**config.mk**
```make
export PLATFORM = sky130hd
export DESIGN_NAME = l3_mem_queue
export DESIGN_NICKNAME = d
export VERILOG_FILES = /design/src/rtl/l3_mem_pkg.sv /design/src/rtl/l3_entry_fifo.sv /design/src/rtl/l3_mem_queue.sv
export SDC_FILE = /design/constraint.sdc
export NUM_CORES = 1
export LEC_CHECK = 0
export CORE_ASPECT_RATIO = 1.25
export CORE_MARGIN = 2
export CORE_UTILIZATION = 55
export DETAILED_ROUTE_END_ITERATION = 10
export DONT_BUFFER_PORTS = 1
export PLACE_DENSITY = 0.8
export SYNTH_ARGS = -nofsm -noshare
export SYNTH_HDL_FRONTEND = slang
export SYNTH_SLANG_ARGS = --single-unit
```
**constraint.sdc**
```tcl
create_clock -name CLK -period 9.03 [get_ports CLK]
set_input_delay 0.903 -clock CLK [delete_from_list [all_inputs] [get_ports CLK]]
set_output_delay 0.903 -clock CLK [all_outputs]
set_load 0.05 [all_outputs]
```
**src/rtl/l3_mem_pkg.sv**
```systemverilog
// l3_mem_pkg
//   Shared types for the L3 <-> main-memory request/return queue.
//   - AW, DW        : address and line-data widths
//   - mem_entry_t   : one queued request; bit layout matches D_PUSH
//                     ({we, addr, data}, 89 bits)
//   - mq_state_t    : memory-side handshake FSM states
package l3_mem_pkg;

  localparam int AW = 24;
  localparam int DW = 64;

  typedef struct packed {
    logic          we;
    logic [AW-1:0] addr;
    logic [DW-1:0] data;
  } mem_entry_t;

  typedef enum logic [1:0] {
    IDLE = 2'd0,
    REQ  = 2'd1,
    RESP = 2'd2
  } mq_state_t;

endpackage

```
**src/rtl/l3_entry_fifo.sv**
```systemverilog
// l3_entry_fifo
//   Synchronous FIFO of mem_entry_t, DEPTH entries (power of two).
//   Ports:
//     clk, rst_n  clock, asynchronous active-low reset
//     push        write push_data at the tail (ignored when full)
//     push_data   entry to enqueue
//     pop         drop the head entry (ignored when empty)
//     full/empty  occupancy flags, derived from the registered count
//     count       entries currently stored
//     head        oldest stored entry (meaningful only when !empty)
module l3_entry_fifo
  import l3_mem_pkg::*;
#(
  parameter int DEPTH = 8
) (
  input  logic                         clk,
  input  logic                         rst_n,
  input  logic                         push,
  input  mem_entry_t                   push_data,
  input  logic                         pop,
  output logic                         full,
  output logic                         empty,
  output logic [$clog2(DEPTH+1)-1:0]   count,
  output mem_entry_t                   head
);

  localparam int PW = $clog2(DEPTH);
  localparam int CW = $clog2(DEPTH + 1);

  mem_entry_t    mem [DEPTH];
  logic [PW-1:0] wr_ptr;
  logic [PW-1:0] rd_ptr;
  logic          do_push;
  logic          do_pop;

  assign full    = (count == CW'(DEPTH));
  assign empty   = (count == '0);
  assign do_push = push && !full;
  assign do_pop  = pop && !empty;
  assign head    = mem[rd_ptr];

  // Pointers wrap naturally because DEPTH is a power of two.
  // NOTE: sequential state uses non-blocking assignments so every register
  // samples the pre-edge values, independent of statement order.
  always_ff @(posedge clk or negedge rst_n) begin
    if (!rst_n) begin
      wr_ptr <= '0;
      rd_ptr <= '0;
      count  <= '0;
    end else begin
      if (do_push) wr_ptr <= wr_ptr + PW'(1);
      if (do_pop)  rd_ptr <= rd_ptr + PW'(1);
      case ({do_push, do_pop})
        2'b10:   count <= count + CW'(1);
        2'b01:   count <= count - CW'(1);
        default: count <= count;
      endcase
    end
  end

  // NOTE: the storage array has no reset; an entry is only ever read after
  // it has been written, and leaving it unreset lets it map onto plain RAM.
  always_ff @(posedge clk) begin
    if (do_push) mem[wr_ptr] <= push_data;
  end

endmodule

```
**src/rtl/l3_mem_queue.sv**
```systemverilog
// l3_mem_queue
//   Request/return queue between the L3 cache and main memory. Requests
//   (writebacks and line-fill reads) are buffered in FIFO order and issued
//   one at a time over a req/ack handshake; read data is returned to the
//   cache over a valid/ack handshake. Strict FIFO issue means a writeback
//   always reaches memory before any later read of the same line.
//   Ports:
//     CLK, Reset_n          clock, asynchronous active-low reset
//     Push_Valid/D_PUSH     cache offers {we, addr, data}
//     Push_Ready            queue has room (registered Count < DEPTH)
//     Pop_Valid/D_POP       read return {addr, rdata}, held until Pop_Ack
//     Pop_Ack               cache consumes D_POP
//     Mem_Req/WE/Addr/WData memory request, held until Mem_Ack
//     Mem_Ack/Mem_RData     memory completion, read data on the ack cycle
//     Count                 queued entries (excludes the in-flight one)
//     Busy                  Count != 0 or a request/return is outstanding
module l3_mem_queue
  import l3_mem_pkg::*;
#(
  parameter int DEPTH = 8
) (
  input  logic                        CLK,
  input  logic                        Reset_n,
  input  logic                        Push_Valid,
  input  logic [AW+DW:0]              D_PUSH,
  output logic                        Push_Ready,
  output logic                        Pop_Valid,
  output logic [AW+DW-1:0]            D_POP,
  input  logic                        Pop_Ack,
  output logic                        Mem_Req,
  output logic                        Mem_WE,
  output logic [AW-1:0]               Mem_Addr,
  output logic [DW-1:0]               Mem_WData,
  input  logic                        Mem_Ack,
  input  logic [DW-1:0]               Mem_RData,
  output logic [$clog2(DEPTH+1)-1:0]  Count,
  output logic                        Busy
);

  mq_state_t  state;
  mq_state_t  state_next;
  mem_entry_t push_entry;
  mem_entry_t head;
  logic       fifo_full;
  logic       fifo_empty;
  logic       dequeue;

  assign push_entry = D_PUSH;
  // Full blocks pushes even if a dequeue lands on the same edge: ready is
  // taken from the registered count only, keeping it off any comb path.
  assign Push_Ready = !fifo_full;
  assign dequeue    = (state == IDLE) && !fifo_empty;
  assign Busy       = (Count != '0) || (state != IDLE);

  l3_entry_fifo #(.DEPTH(DEPTH)) u_fifo (
    .clk       (CLK),
    .rst_n     (Reset_n),
    .push      (Push_Valid && Push_Ready),
    .push_data (push_entry),
    .pop       (dequeue),
    .full      (fifo_full),
    .empty     (fifo_empty),
    .count     (Count),
    .head      (head)
  );

  always_ff @(posedge CLK or negedge Reset_n) begin
    if (!Reset_n) state <= IDLE;
    else          state <= state_next;
  end

  // NOTE: state_next gets its default before the case, so every path
  // assigns it and no latch is inferred.
  always_comb begin
    state_next = state;
    case (state)
      IDLE:    if (!fifo_empty) state_next = REQ;
      REQ:     if (Mem_Ack)     state_next = Mem_WE ? IDLE : RESP;
      RESP:    if (Pop_Ack)     state_next = IDLE;
      default:                  state_next = IDLE;
    endcase
  end

  // Memory-side and return-side output registers. The Mem_* fields are
  // loaded once at issue and left untouched until the next issue, so they
  // stay stable for the whole request.
  always_ff @(posedge CLK or negedge Reset_n) begin
    if (!Reset_n) begin
      Mem_Req   <= 1'b0;
      Mem_WE    <= 1'b0;
      Mem_Addr  <= '0;
      Mem_WData <= '0;
      Pop_Valid <= 1'b0;
      D_POP     <= '0;
    end else begin
      case (state)
        IDLE: begin
          if (dequeue) begin
            Mem_Req   <= 1'b1;
            Mem_WE    <= head.we;
            Mem_Addr  <= head.addr;
            Mem_WData <= head.data;
          end
        end
        REQ: begin
          if (Mem_Ack) begin
            Mem_Req <= 1'b0;
            if (!Mem_WE) begin
              D_POP     <= {Mem_Addr, Mem_RData};
              Pop_Valid <= 1'b1;
            end
          end
        end
        RESP: begin
          if (Pop_Ack) Pop_Valid <= 1'b0;
        end
        default: ;
      endcase
    end
  end

endmodule

```
==> results_dict.tcl, run 1 <==
set metrics [dict create \
    slew_headroom_pct 17.3 \
    synth_enable_flop_cells 712 \
    cp.required_ns 9.27 \
    grtUsageTotal_pct 22.8 \
    fin_skew_ns 0.0245 \
    dieArea_um2 64300 \
    hp-class "input port to async pin" \
    dr.first_iter.drc_count 1495 \
    final_max_slew_viol_count 0 \
    status "finished, final reports clean" \
    cts_made_buffers 81 \
    finalWeightedCongestion 0.766 \
    synth_top_area_share_pct 62.4 \
    io_buffer_count 0 \
    synth_cell_types 35 \
    wl_um 73500 \
    critPathArrivalTime_ns 4.42 \
    dpl.hpwl_um 42500 \
    r2r-start "u_fifo.count[1]" \
    setup_tns_ns 0 \
    grt_use_met1_pct 25.6 \
    timing.final.crit_share_pct 46.4 \
    syn_to_final_growth_pct 9.55 \
    met2_usage_pct 40.8 \
    start_util_pct 55.5 \
    yosys.area.top_type "edfxtp_1" \
    crit_path_max_incr_delay_ns 1.04 \
    yosysMostFrequentCell "edfxtp_1" \
    rsz0062_at_grt "no" \
    layout-drive-gt1-share_pct 12.1 \
    post_cts_resized 0 \
    grt_pass1_wl_um 109000 \
    avgViaCountPerCell 5.95 \
    final_nets 2126 \
    dr.pass1.iters 6 \
    tightest_slew_ns 1.24 \
    cellPowerDensity_nw_per_um2 380 \
    avgSynthCellArea_um2 17.4 \
    yosys_register_bits 903 \
    grt_pass1_vias 17979 \
    yosysWarningCount 0 \
    max_freq_ghz 0.239 \
    synth_commonest_cells "712 x edfxtp_1, 356 x mux2i_1, 191 x dfrtp_1, 188 x nand2_1, 178 x a22oi_1" \
    syn_inst 1964 \
    fin_ws_ns 4.84 \
    cts_root_buf "clkbuf_16" \
    wire_per_inst_um 25.7 \
    ys_seq_area_share_pct 76.3 \
    clkTransAtPathRegs_ns 0.06 \
    crit_chain "nor3_1 > nand2_1 > nand3_1 > nor2_4 > buf_4" \
    start_kind "register" \
    core_region_area_um2 61800 \
    vias 17036 \
    fp.dieW_um 227 \
    yosys_most_used_dff "edfxtp_1" \
    syn_area_um2 34300 \
    grt_max_degree 192 \
    critPathCaptureType "register" \
    ir_drop_mv 0.350 \
    clock_path_buffers 3 \
    grt_remaining_overflow 0 \
    setup.worst_path.start "u_fifo.count[1]" \
    crit_type "register to register" \
    diodes 0 \
    maxCapViolCount 0 \
    cpMaxStageDelayCell "nor2_4" \
    gr-usage-met3_pct 6.16 \
    cts_tree "built" \
    syn_nets 2127 \
    synthArstFlopShare_pct 21.2 \
    die_y_um 283 \
    setup-violations-final 0 \
    leakage_nw 13.8 \
    pre_cts_ws_ns 4.80 \
    io_pins 343 \
    path_max_fanout 55 \
    ys_top_cells_by_area "edfxtp_1 62%, dfrtp_1 14%, mux2i_1 10%, a22oi_1 3.9%, mux2_2 3.0%" \
    clk_latency_ns 0.63 \
    clock_sinks 903 \
    grt.busiest_layer "met2" \
    drc 0 \
    antenna_left 0 \
    layout_min_cycle_time_ns 4.19 \
    timing.final.hold_violations 0 \
    grt_antenna_before_repair 3 \
    core.rowCount 102 \
    htree_levels 3 \
]
area by class of cell:
| class | instances | area (um2) |
|---|---|---|
| Tap cell | 832 | 1040 |
| Timing Repair Buffer | 24 | 225 |
| Clock inverter | 43 | 354 |
| Clock buffer | 107 | 2220 |
| Fill cell | 4307 | 24200 |
| Sequential cell | 903 | 26200 |
| Inverter | 1 | 6.26 |
| Multi-Input combinational cell | 952 | 7530 |
per-stage QoR:
stage	hold WS, ns	cells	instance area [um2]	util, %	power [W]
global placement	0.584	2711	34900	56.6	0.0109
floorplan	0.509	1964	34300	-	0.0101
global route	0.339	2862	37500	60.8	0.0149
detailed placement	0.599	2711	34900	56.6	0.0110
finish	0.237	2862	37500	60.8	0.0143
CTS	0.330	2862	37500	60.8	0.0144
layer usage:
layer	vias to the layer above	routed length (um)
li1	7557	-
met1	8711	26500
met2	620	38800
met3	146	5660
met4	2	2630
met5	-	17
placed cells by master (no fill, tap or decap), types with 2 or more instances in the layout:
cell	instances
a22oi_1	178
buf_12	2
buf_4	21
bufinv_16	4
clkbuf_1	20
clkbuf_16	84
clkbuf_8	3
clkinv_1	17
clkinv_2	15
clkinv_4	2
clkinv_8	3
dfrtp_1	190
edfxtp_1	712
ha_1	5
mux2_2	90
mux2i_1	356
nand2_1	188
nand2b_1	5
nand3_1	92
nor2_1	2
nor2_4	5
nor2b_4	2
nor3_1	2
nor3_2	4
xnor2_1	6
xor2_1	3
report_power, final:
part	leakage, nW	total [W]	switching [W]	internal, W
combinational	3.83	0.00344	0.00213	0.00131
sequential	8.75	0.00748	0.00205	0.00543
clock	1.27	0.00333	0.00147	0.00186
total	13.8	0.0143	0.00566	0.00859
flip-flops by register name, indices dropped and copies added (netlist names):
signal         flops
D_POP             88
Mem_Addr          24
Mem_Req            1
Mem_WData         64
Mem_WE             1
Pop_Valid          1
state              2
u_fifo.count       4
u_fifo.mem       712
u_fifo.rd_ptr      3
u_fifo.wr_ptr      3
worst paths after layout:
path	end	slack [ns]	depth (start not counted)
max	u_fifo.mem[5][58]	4.84	5
min	Mem_WData[19]	0.24	1
max reg2reg	u_fifo.mem[5][58]	4.84	5
min reg2reg	state[0]	0.60	2
max in group asynchronous	Mem_Addr[2]	7.76	1
min in group CLK	u_fifo.mem[5][14]	0.36	0
cells by family after synthesis:
family | after synthesis | share of synthesized area, %
AO/OA/AOI/OAI | 183 | 4.00
XOR/XNOR | 9 | 0.230
adder cells (fa/ha/maj) | 5 | 0.183
buffers and inverters | 109 | 1.93
flip-flops | 903 | 76.3
multiplexers | 446 | 13.4
AND/OR/NAND/NOR | 309 | 3.97
what timing repair did:
action | CTS | global route
hold buffers | 1 | 0
hold endpoints to repair | 191 | 0
setup buffers | 0 | 0
worst max-delay path, delay by kind of cell (launching register included):
family / cells / cell delay, ns
buffers and inverters: 1 / 0.88
and+or+nand+nor: 4 / 2.09
DFF: 1 / 0.77
Note: power is estimated with default switching activity, not from simulation.
==> inputs of run 2 (changes only) <==
- ABC_AREA: default -> 1
- clock period: 9.03 -> 3.7 ns (I/O delays scaled with it)
==> results_dict.tcl, run 2 <==
set metrics [dict create \
    fin_ws_ns 0.917 \
    dr.pass1.iters 10 \
    timing.final.crit_share_pct 75.2 \
    core_region_area_um2 63100 \
    vias 23115 \
    regMostFlops "u_fifo.mem" \
    dr.first_iter.drc_count 2654 \
    dpl.hpwl_um 48000 \
    largest_reg_flops 712 \
    cts_made_buffers 85 \
    yosysMostFrequentCell "edfxtp_1" \
    cts_tree "built" \
    n_fill_cell 4271 \
    ys_top_cells_by_area "edfxtp_1 61%, dfrtp_1 14%, nand2_1 5.9%, nor2_1 5.9%, nand3_1 3.9%" \
    fin_skew_ns 0.0357 \
    final_cell_mix "712 x edfxtp_1, 554 x nand2_1, 541 x nor2_1, 275 x nand3_1, 271 x o21ai_0" \
    p_clk_share_pct 24.4 \
    r2r-start "u_fifo.count[2]" \
    clock_sinks 903 \
    instances_no_fill 3971 \
    yosys_most_used_dff "edfxtp_1" \
    setup-violations-final 0 \
    tightest_slew_ns 1.03 \
    final_common_cell "edfxtp_1" \
    syn_area_um2 35100 \
    clock_path_buffers 3 \
    power_switching_w 0.0155 \
    clkTransAtPathRegs_ns 0.07 \
    ys_seq_area_share_pct 74.6 \
    io_buffer_count 0 \
    start_kind "register" \
    synth_cell_types 23 \
    syn_nets 3102 \
    finalWeightedCongestion 0.834 \
    synth_top_area_share_pct 60.9 \
    dp.cells 3646 \
    setup_tns_ns 0 \
    hp-class "input port to async pin" \
    drc 0 \
    cp.required_ns 4.20 \
    htree_levels 3 \
    failed_checks "hold timing" \
    dieArea_um2 65800 \
    final_nets 3212 \
    syn_inst 2939 \
    io_pins 343 \
    status "finished, violations left" \
    start_util_pct 55.6 \
    grt_pass1_wl_um 133000 \
    crit_type "register to register" \
    maxCapViolCount 0 \
    p_sw_share_pct 42.1 \
    reg2regPathDepth 13 \
    grt_max_degree 230 \
    fp.dieW_um 230 \
    yosys.area.top_type "edfxtp_1" \
    die_y_um 286 \
    combinationalPowerShare_pct 26.8 \
    synthArstFlopShare_pct 21.2 \
    avgSynthCellArea_um2 11.9 \
    critPathCaptureType "register" \
    max_freq_ghz 0.359 \
    seqPwrFrac_pct 48.8 \
    yosys_register_bits 903 \
    clk_latency_ns 0.64 \
    r2r_slack_ns 0.92 \
    r2r-end "u_fifo.count[2]" \
    wire_per_inst_um 22.2 \
    grtUsageTotal_pct 26.4 \
    rsz0062_at_grt "no" \
    final_max_slew_viol_count 0 \
    grt_antenna_before_repair 16 \
    timing.final.hold_violations 191 \
    synth_commonest_cells "712 x edfxtp_1, 555 x nand2_1, 549 x nor2_1, 275 x nand3_1, 271 x o21ai_0" \
    grt_remaining_overflow 0 \
    core.rowCount 103 \
    top_regs "u_fifo.mem: 712 flops, D_POP: 88 flops, Mem_WData: 64 flops" \
    power_w 0.0368 \
    cts_root_buf "clkbuf_16" \
    cellPowerDensity_nw_per_um2 911 \
    leakage_nw 15.3 \
    critPathArrivalTime_ns 3.28 \
    wl_um 88100 \
    synth_enable_flop_cells 712 \
    internal_power_w 0.0213 \
    syn_to_final_growth_pct 15.0 \
    slew_headroom_pct 31.1 \
    ir_drop_mv 0.980 \
    cts_setup_buffers 0 \
    layout-drive-gt1-share_pct 6.22 \
    post_cts_resized 0 \
    cts_hold_buffers 156 \
    grt_pass1_vias 23208 \
    path_max_fanout 24 \
    layout_min_cycle_time_ns 2.78 \
    yosysWarningCount 0 \
    avgViaCountPerCell 5.82 \
    antenna_left 0 \
    pre_cts_ws_ns 1.02 \
    whs_ns -0.557 \
]
-- run 2: changes by cell type after synthesis, sizes merged, moves of 89 or more --
cell	previous run	this run
inv	1	104
nand3	92	275
nor2	7	549
nand2	188	555
o211ai	0	89
a22oi	178	0
mux2	90	0
mux2i	356	0
o21ai	1	271
-- run 2: kinds of logic (layout without fill, tap and decap cells) --
kind of cell	Yosys count	after routing	share of synthesized area (%)
AO/OA/AOI/OAI	366	366	5.87
XOR/XNOR	5	5	0.125
adder cells (fa/ha/maj)	5	5	0.178
buffers and inverters	278	460	3.46
flip-flops	903	903	74.6
other	0	10	0
AND/OR/NAND/NOR	1382	1382	15.8
-- run 2: worst max path at each step --
stage                                from           endpoint  slack, ns  depth (start not counted)
after floorplan           u_fifo.count[2]   u_fifo.mem[4][0]      -0.98                          5
after global placement    u_fifo.count[2]    u_fifo.count[2]       1.02                         13
after detailed placement  u_fifo.count[0]           state[0]       1.02                          5
after CTS                 u_fifo.count[2]  u_fifo.mem[5][59]        1.0                          5
after global routing      u_fifo.count[2]    u_fifo.count[2]       0.77                         13
final                     u_fifo.count[2]    u_fifo.count[2]       0.92                         13
-- run 2: stage by stage --
step                hold slack, ns  instance area (um2)  utilization, %
detailed placement          0.0789                35900            56.8
global route                -0.586                40400            63.9
finish                      -0.557                40400            63.9
global placement            0.0785                35900            56.8
CTS                         -0.586                40300            63.9
floorplan                   0.0744                35100               -
-- run 2: power by group through the flow --
stage,combinational [W],clock [W],sequential (W)
final,0.00986,0.00898,0.0180
after global routing,0.0109,0.00950,0.0181
after CTS,0.00977,0.00908,0.0179
after detailed placement,0.00939,0,0.0182
after global placement,0.00893,0,0.0181
after floorplan,0.00701,0,0.0175
-- run 2: critical path, stage by stage (launching register included) --
cell and delay (ns):
dfrtp_1 0.72, inv_1 0.24, nand3_1 0.20, nand2_4 0.26, inv_4 0.15, ha_1 0.22, nand2_1 0.08, inv_1 0.08
nor2_1 0.07, ha_1 0.19, a21oi_1 0.18, nand3_1 0.11, nand2_1 0.08, o22ai_1 0.07
-- run 2: final cells by class --
| type | count | area [um2] | share of cell area (%) |
|---|---|---|---|
| Antenna cell | 10 | 25.0 | 0.0620 |
| Clock buffer | 118 | 2400 | 5.94 |
| Clock inverter | 41 | 509 | 1.26 |
| Inverter | 104 | 410 | 1.02 |
| Multi-Input combinational cell | 1758 | 7780 | 19.3 |
| Sequential cell | 903 | 26200 | 64.8 |
| Tap cell | 840 | 1050 | 2.60 |
| Timing Repair Buffer | 197 | 2020 | 5.00 |
-- run 2: per-layer routing --
metal | wire length (um) | global-route usage (%)
met5 | 69 | 0
met2 | 44500 | 45.7
met3 | 8010 | 5.28
met1 | 32200 | 32.4
met4 | 3340 | 11.3
